**config.mk**
```make
export PLATFORM = sky130hd
export DESIGN_NAME = fp_mul_pipe
export DESIGN_NICKNAME = d
export VERILOG_FILES = /design/src/rtl/fp_mul_pipe.sv
export SDC_FILE = /design/constraint.sdc
export NUM_CORES = 2
export LEC_CHECK = 0
export ABC_AREA = 1
export ABC_CLOCK_PERIOD_IN_PS = 10400
export CORE_ASPECT_RATIO = 1.75
export CORE_MARGIN = 2
export CORE_UTILIZATION = 50
export DETAILED_ROUTE_END_ITERATION = 7
export PLACE_DENSITY = 0.73
export SLEW_MARGIN = 25
export SYNTH_ARGS = -nofsm -noshare
export SYNTH_HDL_FRONTEND = slang
export SYNTH_SLANG_ARGS = --single-unit
```
**constraint.sdc**
```tcl
create_clock -name clk -period 10.4 [get_ports clk]
set_input_delay 3.12 -clock clk [delete_from_list [all_inputs] [get_ports clk]]
set_output_delay 3.12 -clock clk [all_outputs]
set_load 0.02 [all_outputs]
```
**src/rtl/fp_mul_pipe.sv**
```systemverilog
// Pipelined IEEE-754-style floating-point multiplier: input capture, then
// classify/exponent, significand product and normalise/round/pack stages.
module fp_mul_pipe #(
    parameter int EXP_W   = 8,
    parameter int MAN_W   = 23,
    parameter int RND_RNE = 1
) (
    input  logic                 clk,
    input  logic                 resetn,
    input  logic                 iValid,
    input  logic [EXP_W+MAN_W:0] iA,
    input  logic [EXP_W+MAN_W:0] iB,
    input  logic                 iStall,
    output logic                 oValid,
    output logic [EXP_W+MAN_W:0] oZ,
    output logic [4:0]           oFlags
);
    localparam int W  = 1 + EXP_W + MAN_W;
    localparam int XW = EXP_W + 2;
    localparam int SW = MAN_W + 1;
    localparam int PW = 2 * SW;
    localparam logic signed [XW-1:0] BIAS = XW'((1 << (EXP_W - 1)) - 1);
    localparam logic signed [XW-1:0] EMAX = XW'((1 << EXP_W) - 1);
    localparam logic [W-1:0] QNAN = {1'b0, {EXP_W{1'b1}}, 1'b1, {(MAN_W-1){1'b0}}};

    function automatic logic [SW:0] round_sig(input logic [SW-1:0] m, input logic g,
                                              input logic r, input logic st);
        logic up;
        up = (RND_RNE != 0) && g && (r || st || m[0]);
        return {1'b0, m} + {{SW{1'b0}}, up};
    endfunction

    function automatic logic [W-1:0] pack_fp(input logic s, input logic [EXP_W-1:0] e,
                                             input logic [MAN_W-1:0] f);
        return {s, e, f};
    endfunction

    logic                 vld_p0, vld_p1, vld_p2;
    logic [W-1:0]         a_p0, b_p0;
    logic                 sign_p1, spec_p1;
    logic signed [XW-1:0] exp_p1;
    logic [SW-1:0]        ma_p1, mb_p1;
    logic [W-1:0]         spec_z_p1;
    logic [4:0]           spec_f_p1;
    logic                 sign_p2, spec_p2;
    logic signed [XW-1:0] exp_p2;
    logic [PW-1:0]        prod_p2;
    logic [W-1:0]         spec_z_p2;
    logic [4:0]           spec_f_p2;

    // Stage 1: unpack, classify, exponent sum; subnormal inputs count as zero
    logic                 sa, sb;
    logic [EXP_W-1:0]     ea, eb;
    logic [MAN_W-1:0]     fa, fb;
    logic                 a_zero, b_zero, a_inf, b_inf, a_nan, b_nan, a_snan, b_snan;
    logic                 s1_sign, s1_spec, s1_inv;
    logic signed [XW-1:0] s1_exp;
    logic [W-1:0]         s1_z;
    logic [4:0]           s1_f;

    assign {sa, ea, fa} = a_p0;
    assign {sb, eb, fb} = b_p0;
    assign a_zero  = (ea == '0);
    assign b_zero  = (eb == '0);
    assign a_inf   = (ea == '1) && (fa == '0);
    assign b_inf   = (eb == '1) && (fb == '0);
    assign a_nan   = (ea == '1) && (fa != '0);
    assign b_nan   = (eb == '1) && (fb != '0);
    assign a_snan  = a_nan && !fa[MAN_W-1];
    assign b_snan  = b_nan && !fb[MAN_W-1];
    assign s1_sign = sa ^ sb;
    assign s1_inv  = (a_inf && b_zero) || (a_zero && b_inf);
    assign s1_exp  = $signed({2'b00, ea}) + $signed({2'b00, eb}) - BIAS;

    always_comb begin
        s1_spec = 1'b1;
        s1_z    = QNAN;
        s1_f    = 5'b00000;
        if (a_nan || b_nan || s1_inv) begin
            s1_f = {s1_inv || a_snan || b_snan, 4'b0000};
        end else if (a_inf || b_inf) begin
            s1_z = pack_fp(s1_sign, {EXP_W{1'b1}}, {MAN_W{1'b0}});
        end else if (a_zero || b_zero) begin
            s1_z = pack_fp(s1_sign, {EXP_W{1'b0}}, {MAN_W{1'b0}});
            s1_f = 5'b00001;
        end else begin
            s1_spec = 1'b0;
        end
    end

    // Stage 3: normalise, round, post-round carry, range check and pack
    logic [PW-1:0]        norm;
    logic [SW-1:0]        mant;
    logic                 grd, rbit, stk;
    logic [SW:0]          rnd;
    logic [MAN_W-1:0]     frac;
    logic signed [XW-1:0] e_n, e_r;
    logic [W-1:0]         z_c;
    logic [4:0]           f_c;

    always_comb begin
        norm = prod_p2[PW-1] ? prod_p2 : (prod_p2 << 1);
        e_n  = exp_p2 + $signed({{(XW-1){1'b0}}, prod_p2[PW-1]});
        mant = norm[PW-1 -: SW];
        grd  = norm[PW-2-MAN_W];
        rbit = norm[PW-3-MAN_W];
        stk  = |norm[PW-4-MAN_W:0];
        rnd  = round_sig(mant, grd, rbit, stk);
        frac = rnd[SW] ? rnd[MAN_W:1] : rnd[MAN_W-1:0];
        e_r  = e_n + $signed({{(XW-1){1'b0}}, rnd[SW]});
        if (spec_p2) begin
            z_c = spec_z_p2;
            f_c = spec_f_p2;
        end else if (e_r >= EMAX) begin
            z_c = pack_fp(sign_p2, {EXP_W{1'b1}}, {MAN_W{1'b0}});
            f_c = 5'b01010;
        end else if (e_r <= 0) begin
            z_c = pack_fp(sign_p2, {EXP_W{1'b0}}, {MAN_W{1'b0}});
            f_c = 5'b00111;
        end else begin
            z_c = pack_fp(sign_p2, e_r[EXP_W-1:0], frac);
            f_c = {3'b000, grd | rbit | stk, 1'b0};
        end
    end

    always_ff @(posedge clk) begin
        if (!resetn) begin
            vld_p0 <= 1'b0;
            vld_p1 <= 1'b0;
            vld_p2 <= 1'b0;
            oValid <= 1'b0;
            oZ     <= '0;
            oFlags <= '0;
        end else if (!iStall) begin
            vld_p0 <= iValid;
            vld_p1 <= vld_p0;
            vld_p2 <= vld_p1;
            oValid <= vld_p2;
            if (vld_p2) begin
                oZ     <= z_c;
                oFlags <= f_c;
            end
        end
    end

    always_ff @(posedge clk) begin
        if (!iStall) begin
            a_p0      <= iA;
            b_p0      <= iB;
            sign_p1   <= s1_sign;
            exp_p1    <= s1_exp;
            ma_p1     <= {1'b1, fa};
            mb_p1     <= {1'b1, fb};
            spec_p1   <= s1_spec;
            spec_z_p1 <= s1_z;
            spec_f_p1 <= s1_f;
            // Stage 2: full significand product
            sign_p2   <= sign_p1;
            exp_p2    <= exp_p1;
            prod_p2   <= {{SW{1'b0}}, ma_p1} * {{SW{1'b0}}, mb_p1};
            spec_p2   <= spec_p1;
            spec_z_p2 <= spec_z_p1;
            spec_f_p2 <= spec_f_p1;
        end
    end
endmodule

```
==> impl_metrics.json <==
{
  "ctsRootBufferMaster": "clkbuf_16",
  "cp-endpoint": "prod_p2[32]",
  "rows": 118,
  "die_x_um": 189,
  "grt_overflow": 0,
  "worstPathRequired_ns": 10.71,
  "final-max-slew-violation-count": 0,
  "setup_ws_ns": 2.93,
  "crit_family": "adder cells",
  "ys_seq_area_share_pct": 22.1,
  "finalHoldViolations": 0,
  "cts.repair.resized": 0,
  "htree_num_levels": 1,
  "slowest_delay_ns": 1.01,
  "tns_ns": 0,
  "cp-startpoint": "mb_p1[3]",
  "crit_path_end_kind": "flip-flop",
  "cts_buffers": 25,
  "synth_edf_count": 192,
  "antenna_found_initial": 0,
  "synth_nets": 4289,
  "clk_latency_ns": 0.57,
  "cp_num_cells": 22,
  "dieHeight_um": 327,
  "hpwl_um": 62000,
  "drc": 0,
  "reg2reg_to": "prod_p2[32]",
  "syn_inst": 3546,
  "fmax_ghz": 0.134,
  "synth_top_area_share_pct": 32.5,
  "path_max_fanout": 24,
  "core_area_sq_mm": 0.0591,
  "regToRegSetupSlack_ns": 2.93,
  "yosys.area.top_type": "fa_1",
  "fin_skew_ns": 0.0160,
  "crit_type": "reg2reg",
  "reg2reg_depth": 22,
  "grtUsageTotal_pct": 26.0,
  "vias": 22800,
  "path_clk_slew_ns": 0.07,
  "status": "finished, final reports clean",
  "critical_path.cell_chain": "nand2_1, fa_1, inv_1, fa_1, inv_1, fa_1, inv_1, fa_1, fa_1, fa_1, inv_1, fa_1, inv_1, ha_1, a21oi_1, a21boi_0, a21boi_0, o21ai_0, nand2_1, nand2_1, nand2_1, nand2_1",
  "finalWirelength_um": 77800,
  "gp_congestion": 0.983,
  "async_reset_ff_share_pct": 0,
  "finalSetupViolCount": 0,
  "utilization_pct": 55.2,
  "ys_seq_elements": 233,
  "period_share_pct": 71.9,
  "synthToLayoutAreaGrowth_pct": 9.18,
  "ant_nets": 0,
  "tritoncts": "built",
  "cts_num_sinks": 233,
  "relSlewSlack_pct": 29.5,
  "cap_violations": 0,
  "synth_area_sq_mm": 0.0298,
  "syn_area_per_cell_sq_um": 8.42,
  "dr.first_iter.drc_count": 1441,
  "whs_ns": 0.418,
  "viasPerCell": 5.16,
  "crit_path_frequent_cell": "fa_1",
  "synth_top_flop_cell": "edfxtp_1",
  "path_buf_inv": 5,
  "portBuffers": 105,
  "post-place-ws_ns": 3.03,
  "tightestPinTransition_ns": 1.06,
  "yosysUniqueCellTypes": 48,
  "holdBufCountCts": 0,
  "grt_max_degree": 139,
  "slowest_stage": "edfxtp_1",
  "ioPinCount": 106,
  "layout-drive-gt1-share_pct": 3.83,
  "drt_first_pass_iters": 5,
  "min_period_ns": 7.47,
  "start_util_pct": 50.5,
  "min_path_type": "reg2reg",
  "critPathArrivalTime_ns": 7.79,
  "ctsLongestPathBuffers": 3,
  "cts_setup_buffers": 0,
  "r2r-start": "mb_p1[3]",
  "wl_per_cell_um": 17.6,
  "rsz0062_at_grt": "false",
  "grt_pass1_wl_um": 124000,
  "synthTopCellsByArea": "fa_1, edfxtp_1, inv_1, nand2_1, ha_1",
  "fin_nets": 4353,
  "yosysWarnings": 0,
  "dieArea_sq_mm": 0.0617,
  "grt_pass1_vias": 24400,
  "start_kind": "flip-flop"
}
-- layer usage --
metal,track usage (%),routed length [um],up-vias
met3,3.88,4950,326
met1,26.7,25600,11000
li1,-,-,10500
met2,48.8,41400,916
met5,0,0,-
met4,16.4,5790,0
-- cell families after synthesis --
group | Yosys count | share of synthesized area [%]
buf+inv | 1121 | 14.4
compound gates | 214 | 4.05
simple gates | 1248 | 17.4
flops | 233 | 22.1
fa+ha+maj | 675 | 40.5
xor+xnor | 55 | 1.64
-- flip-flops by register name, indices dropped and copies added (netlist names), 2 cells and up --
name       flops
a_p0          32
b_p0          32
exp_p1        10
exp_p2        10
ma_p1         23
mb_p1         23
oFlags         5
oZ            32
prod_p2       48
spec_f_p1      2
spec_f_p2      2
spec_z_p1      3
spec_z_p2      3
-- area by class of cell --
type	count	area, sq um
Inverter	1012	3810
Fill cell	5394	26500
Sequential cell	233	6590
Antenna cell	1	2.50
Timing Repair Buffer	146	1450
Tap cell	780	976
Multi-Input combinational cell	2192	19000
Clock inverter	11	105
Clock buffer	34	681
-- synthesized netlist by cell type (7+ instances only) --
cell,count
dfxtp_1,41
ha_1,191
nand4_1,23
clkbuf_1,98
nand2_2,17
o21ai_0,61
nor2_1,184
buf_6,7
a21boi_0,8
nand3_1,90
xnor2_1,17
o21bai_1,8
nor2_2,8
a21oi_1,96
o21ai_2,10
inv_1,1008
fa_1,484
xor2_1,37
nor3_1,14
edfxtp_1,192
nor4_1,19
a31oi_1,9
nand2_1,865
-- stage by stage --
stage	std cells	cell area, sq um
after global placement	4354	31600
after CTS	4403	32500
after global routing	4408	32600
final	4409	32600
after floorplan	3546	29800
after detailed placement	4358	31700
-- placed cells by master (no fill, tap or decap), types with 3 or more instances in the layout --
master           synthesis  final
buf_4                    0     32
o21ai_1                  6      6
clkinv_2                 0      3
xor2_1                  37     37
nor2_1                 184    184
a31oi_1                  9      9
dfxtp_1                 41     41
o21bai_1                 8      8
buf_8                    2      7
nand3_4                  4      4
a21o_1                   4      4
nand3b_1                 5      5
a21oi_1                 96     96
nor4_1                  19     19
nand4_1                 23     23
o21ai_0                 61     61
nor2_4                   4      4
nor3_1                  14     14
xnor2_1                 17     17
a211oi_1                 3      3
edfxtp_1               192    192
a21boi_0                 8      8
nand3_1                 90     90
nor2_8                   3      3
clkbuf_1                98      8
inv_1                 1008   1007
nand2_2                 17     17
nor2_2                   8      8
inv_2                    3      3
ha_1                   191    191
o21a_1                   3      3
o21ai_2                 10     10
clkdlybuf4s50_1          0    105
fa_1                   484    484
nand2_1                865    865
inv_4                    1      3
clkbuf_16                0     26
-- worst min-delay path by stage --
| stage | from | to | depth (start not counted) |
|---|---|---|---|
| after CTS | exp_p1[1] | exp_p2[1] | 0 |
| final | exp_p1[1] | exp_p2[1] | 0 |
| after global routing | exp_p1[1] | exp_p2[1] | 0 |
| after detailed placement | exp_p1[1] | exp_p2[1] | 0 |
| after floorplan | exp_p1[0] | exp_p2[0] | 0 |
| after global placement | spec_f_p1[0] | spec_f_p2[0] | 0 |
-- worst register-to-register path: cells and delay by family, from the launching register on --
| kind | cells | cell delay (ns) |
|---|---|---|
| AND/OR/NAND/NOR | 5 | 0.58 |
| adder cells (fa/ha/maj) | 8 | 3.87 |
| flip-flops | 1 | 1.01 |
| AO/OA/AOI/OAI | 4 | 1.49 |
| buffers and inverters | 5 | 0.28 |
Power is not shown: default switching activity piles up to over one toggle a cycle in this logic, so the estimate is an artifact.
